[src/rtl/doodle_pkg.sv]
// rtl/doodle_pkg.sv - shared platform types, screen geometry and LFSR constants
package doodle_pkg;

  localparam int          SCREEN_H  = 480;
  localparam int          SPACING   = 30;
  localparam int          X_MAX     = 72;
  localparam logic [15:0] LFSR_SEED = 16'hACE1;
  localparam logic [15:0] LFSR_MASK = 16'hB400;

  typedef struct packed {
    logic [6:0] x;
    logic [8:0] y;
  } plat_t;

  typedef enum logic [1:0] {INIT, IDLE, UPDATE, DONE} upd_state_t;

  // Folds the 0..127 LFSR column back into 0..X_MAX.
  function automatic logic [6:0] spawn_x(input logic [15:0] lfsr);
    if (lfsr[6:0] <= 7'(X_MAX)) return lfsr[6:0];
    else return lfsr[6:0] - 7'd64;
  endfunction

endpackage

[src/rtl/lfsr16.sv]
// rtl/lfsr16.sv - 16-bit right-shifting Galois LFSR, steps only when adv is high
module lfsr16
  import doodle_pkg::*;
(
  input  logic        Clk,
  input  logic        Reset,
  input  logic        adv,
  input  logic [15:0] seed,
  output logic [15:0] value
);

  logic [15:0] value_q, value_d;

  always_comb begin
    value_d = value_q;
    if (adv) value_d = (value_q >> 1) ^ (value_q[0] ? LFSR_MASK : 16'h0000);
  end

  always_ff @(posedge Clk or negedge Reset) begin
    if (!Reset) value_q <= seed;
    else        value_q <= value_d;
  end

  assign value = value_q;

endmodule

[src/rtl/platform_updater.sv]
// rtl/platform_updater.sv - seeds and scrolls the platform bank, one registered write per cycle
module platform_updater
  import doodle_pkg::*;
#(
  parameter int N_PLAT = 16
) (
  input  logic                          Clk,
  input  logic                          Reset,
  input  logic                          restart,
  input  logic                          frame_start,
  input  logic [4:0]                    scroll,
  input  logic [N_PLAT-1:0][15:0]       plat_q,
  output logic                          Load,
  output logic [$clog2(N_PLAT)-1:0]     index,
  output logic [15:0]                   D,
  output logic                          busy,
  output logic                          done,
  output logic                          overrun
);

  localparam int IW = $clog2(N_PLAT);
  localparam int CW = IW + 1;
  localparam logic [CW-1:0] CNT_END = CW'(N_PLAT);

  upd_state_t    state_q, state_d;
  logic [CW-1:0] cnt_q, cnt_d;
  logic [4:0]    scroll_q, scroll_d;
  logic          load_q, load_d;
  logic [IW-1:0] index_q, index_d;
  logic [15:0]   d_q, d_d;
  logic          busy_q, busy_d;
  logic          done_q, done_d;
  logic          overrun_q, overrun_d;
  logic          lfsr_adv;
  logic [15:0]   lfsr_val;

  logic [IW-1:0] sel_idx;
  logic [4:0]    sel_scroll;
  plat_t         cur, upd_entry, init_entry;
  logic [9:0]    ny;
  logic          wrap;

  lfsr16 u_lfsr (
    .Clk   (Clk),
    .Reset (Reset),
    .adv   (lfsr_adv),
    .seed  (LFSR_SEED),
    .value (lfsr_val)
  );

  // Entry 0 is emitted straight from IDLE so its write lands one cycle after frame_start.
  assign sel_idx    = (state_q == IDLE) ? '0 : cnt_q[IW-1:0];
  assign sel_scroll = (state_q == IDLE) ? scroll : scroll_q;
  assign cur        = plat_q[sel_idx];
  assign ny         = {1'b0, cur.y} + {5'd0, sel_scroll};
  assign wrap       = (ny >= 10'(SCREEN_H));
  assign upd_entry  = wrap ? {spawn_x(lfsr_val), 9'(ny - 10'(SCREEN_H))} : {cur.x, ny[8:0]};
  assign init_entry = {spawn_x(lfsr_val), 9'(32'(cnt_q) * SPACING)};

  always_comb begin
    state_d   = state_q;
    cnt_d     = cnt_q;
    scroll_d  = scroll_q;
    load_d    = 1'b0;
    index_d   = index_q;
    d_d       = d_q;
    done_d    = 1'b0;
    overrun_d = overrun_q;
    lfsr_adv  = 1'b0;
    if (restart) begin
      state_d   = INIT;
      cnt_d     = '0;
      overrun_d = 1'b0;
    end else begin
      if (frame_start && state_q != IDLE) overrun_d = 1'b1;
      case (state_q)
        INIT: begin
          if (cnt_q != CNT_END) begin
            load_d   = 1'b1;
            index_d  = sel_idx;
            d_d      = init_entry;
            lfsr_adv = 1'b1;
            cnt_d    = cnt_q + 1'b1;
          end else begin
            done_d  = 1'b1;
            state_d = DONE;
          end
        end
        IDLE: begin
          if (frame_start) begin
            scroll_d = scroll;
            if (scroll == 5'd0) begin
              done_d  = 1'b1;
              state_d = DONE;
            end else begin
              load_d   = 1'b1;
              index_d  = sel_idx;
              d_d      = upd_entry;
              lfsr_adv = wrap;
              cnt_d    = CW'(1);
              state_d  = UPDATE;
            end
          end
        end
        UPDATE: begin
          if (cnt_q != CNT_END) begin
            load_d   = 1'b1;
            index_d  = sel_idx;
            d_d      = upd_entry;
            lfsr_adv = wrap;
            cnt_d    = cnt_q + 1'b1;
          end else begin
            done_d  = 1'b1;
            state_d = DONE;
          end
        end
        default: state_d = IDLE;
      endcase
    end
    busy_d = (state_d == INIT) || (state_d == UPDATE);
  end

  always_ff @(posedge Clk or negedge Reset) begin
    if (!Reset) begin
      state_q   <= INIT;
      cnt_q     <= '0;
      scroll_q  <= '0;
      load_q    <= 1'b0;
      index_q   <= '0;
      d_q       <= '0;
      busy_q    <= 1'b0;
      done_q    <= 1'b0;
      overrun_q <= 1'b0;
    end else begin
      state_q   <= state_d;
      cnt_q     <= cnt_d;
      scroll_q  <= scroll_d;
      load_q    <= load_d;
      index_q   <= index_d;
      d_q       <= d_d;
      busy_q    <= busy_d;
      done_q    <= done_d;
      overrun_q <= overrun_d;
    end
  end

  assign Load    = load_q;
  assign index   = index_q;
  assign D       = d_q;
  assign busy    = busy_q;
  assign done    = done_q;
  assign overrun = overrun_q;

endmodule

[config.mk]
export PLATFORM = sky130hd
export DESIGN_NAME = platform_updater
export DESIGN_NICKNAME = d
export VERILOG_FILES = /design/src/rtl/doodle_pkg.sv /design/src/rtl/lfsr16.sv /design/src/rtl/platform_updater.sv
export SDC_FILE = /design/constraint.sdc
export NUM_CORES = 1
export LEC_CHECK = 0
export CORE_MARGIN = 3
export CORE_UTILIZATION = 45
export DETAILED_ROUTE_END_ITERATION = 8
export GPL_ROUTABILITY_DRIVEN = 0
export PLACE_DENSITY = 0.92
export REMOVE_ABC_BUFFERS = 1
export SLEW_MARGIN = 20
export SYNTH_ARGS = -nofsm -noshare
export SYNTH_HDL_FRONTEND = slang
export SYNTH_SLANG_ARGS = --single-unit
[constraint.sdc]
create_clock -name Clk -period 11.25 [get_ports Clk]
set_clock_uncertainty 0.2 [all_clocks]
set_input_delay 3.375 -clock Clk [delete_from_list [all_inputs] [get_ports Clk]]
set_output_delay 3.375 -clock Clk [all_outputs]
set_load 0.02 [all_outputs]
==> results.ini <==
[worst_setup_path]
cp.arrival_ns = 7.82
startpoint_type = input port
critPathSlowestCell = o31ai_4
rrSetupSlack_ns = 5.31
cp-startpoint = plat_q[176]
required_ns = 11.23
slowest_delay_ns = 0.71
timing.rr.start = state_q[1]
worstRegToRegCells = 18
cp-endpoint = u_lfsr.value[4]
timing.rr.end = u_lfsr.value[4]
critical_path.max_fanout = 17
end_kind = register
criticalPathCategory = input port to register
path_cells = clkdlybuf4s50_1 > mux2i_1 > a2111oi_0 > nor3_1 > a31oi_1 > ha_1 > inv_1 > fa_1 > nor2b_1 > o21ai_0 > nand2b_1 > nor4b_1 > a221oi_4 > o31ai_4 > mux2_2

[placement]
placed_cells = 1051
dp_slack_ns = 3.15
port_buffers = 288
post-dp-hpwl_um = 17200
dpl-instance-area_mm2 = 0.00868

[finish]
final_common_cell = clkdlybuf4s50_1
fill_cells = 896
final_area_mm2 = 0.00883
drive_gt1_share_pct = 10.2
post-route-util_pct = 72.1
layout_common_cells = 287 x clkdlybuf4s50_1, 68 x mux2i_1, 50 x a21oi_1, 42 x dfrtp_1, 41 x nor2_1
layout.nets = 1187
area_growth_pct = 53.9
multiInputGateArea_mm2 = 0.00412
stdcell_count = 1060
regArea_mm2 = 0.00132

[pwr]
seqPwrFrac_pct = 29.6
switching_share_pct = 34.4
leakage_nw = 3.58
clkPwrFrac_pct = 22.7
p_total_mw = 0.705
p_int_mw = 0.463
p_sw_mw = 0.243
peakVddDrop_mv = 0.0611
power_frac_comb_pct = 47.8
power.density_mw_per_mm2 = 79.8

[logic_synthesis]
synth-main-ff-cell = dfrtp_1
ys_types = 71
synth_seq_cells = 52
synthArstFlopShare_pct = 100
post_synth.cell_area_avg_um2 = 8.97
synth_edf_count = 0
syn_area_mm2 = 0.00574
synth.yosys.seq_area_share_pct = 22.8
synth-warning-count = 0
syn_inst = 640

[min_path]
min_path_type = register to register
min_from = D[0]

[timing]
drv_slew = 0
fin_setup_tns_ns = 0
whs_ns = 0.272
slew_headroom_pct = 27.0
fmax_mhz = 128
post-route-min-period_ns = 7.84
fin_ws_ns = 3.41
rsz0062_at_grt = no
post-route-period-util_pct = 69.7
hold_viol = 0
setup_viol = 0
tightest_slew_ns = 1.09

[route]
drc = 0
drt.antenna.violating_nets = 0
vias = 6319
routed_wl_um = 21800
wl_per_cell_um = 20.6
vias_per_cell = 5.96
initialDrtViolationCount = 392
dr.pass1.iters = 5

[global_routing]
grt_pass1_vias = 6348
grt_start_max_net_pins = 53
antenna_found_initial = 1
grt_pass1_wl_um = 33500
globalRouteTotalUtil_pct = 29.4
gr-total-overflow = 0

[clocking]
cts_resized = 0
tritoncts = built
cts_setup_buffers = 0
htreeDepth = 2
cts_buffer_depth = 2
cts_root_buf = clkbuf_16
cts_sinks = 52
cts_buffers = 5
cts.reportedPaths.clkPinSlew_ns = 0.07
holdBufCountCts = 0
clk_latency_ns = 0.30

[die]
fp-row-count = 40
num_io_pins = 289
fp.dieH_um = 119
die_w_um = 119
start_util_pct = 46.8
coreArea_mm2 = 0.0123
dieArea_mm2 = 0.0141

[flow_run]
max_cap_viol_count = 0

[status]
status = finished, final reports clean

-- per-layer routing --
layer | routed length [um] | vias up | GRT usage (%)
met5 | 0 | - | 0
met4 | 789 | 0 | 9.85
met3 | 1780 | 63 | 7.41
met2 | 10900 | 329 | 52.4
met1 | 8320 | 2986 | 34.2
li1 | - | 2941 | -
-- state kept, by name (all words and copies together), names as in the netlist --
register      count
busy              1
overrun           1
cnt_q             5
u_lfsr.value     16
scroll_q          5
done              1
state_q           2
index             4
Load              1
D                16
-- critical path: cells and delay by family --
family / cells / cell delay [ns]
multiplexers: 2 / 0.49
AO/OA/AOI/OAI: 5 / 1.90
buffers and inverters: 2 / 0.51
adder cells (fa/ha/maj): 2 / 0.62
AND/OR/NAND/NOR: 4 / 0.91
-- synthesized netlist by cell type, drive strengths merged, types with 9 or more instances --
cell type	count	area, um2
xnor2	10	87.6
o21ai	35	175
a22oi	10	75.1
nand3	13	65.1
nand2	26	97.6
clkbuf	30	113
ha	24	300
a31oi	9	56.3
o221ai	14	123
inv	20	75.1
nor3	12	60.1
buf	25	126
dfrtp	44	1100
a21oi	50	250
nor2	42	160
mux2i	68	681
a221oi	14	140
mux2	50	563
-- worst min path at each step --
stage	slack, ns	cells past startpoint	endpoint
after floorplan	0.25	1	u_lfsr.value[12]
after global placement	0.25	2	D[0]
after detailed placement	0.26	2	D[0]
after CTS	0.28	2	D[0]
after global routing	0.32	1	u_lfsr.value[11]
final	0.27	2	D[0]
-- layout make-up --
type,instances,area share (%)
inverters,21,0.892
clock inverters,3,0.312
flip-flops and latches,52,14.9
clock buffers,5,1.42
well taps,168,2.38
multi-input cells,512,46.7
repair buffers,298,33.4
diodes,1,0.0283
-- kinds of logic (layout without fill, tap and decap cells) --
kind of cell,count (synthesis),in the layout,share of synthesized area [%]
muxes,124,124,24.0
and+or+nand+nor,137,137,12.1
buffers and inverters,76,327,5.54
other,0,1,0
adders and majority gates,32,32,8.02
DFF,52,52,22.8
AOI/OAI and AO/OA,203,203,25.1
xor gates and xnor gates,16,16,2.44
-- power by group through the flow --
| stage | clock [mW] | sequential, mW | combinational (mW) |
|---|---|---|---|
| finish | 0.160 | 0.209 | 0.337 |
| global route | 0.169 | 0.210 | 0.361 |
| CTS | 0.161 | 0.209 | 0.334 |
| detailed placement | 0 | 0.212 | 0.333 |
| global placement | 0 | 0.212 | 0.326 |
| floorplan | 0 | 0.225 | 0.159 |
Power figures use the tool's default switching activity.
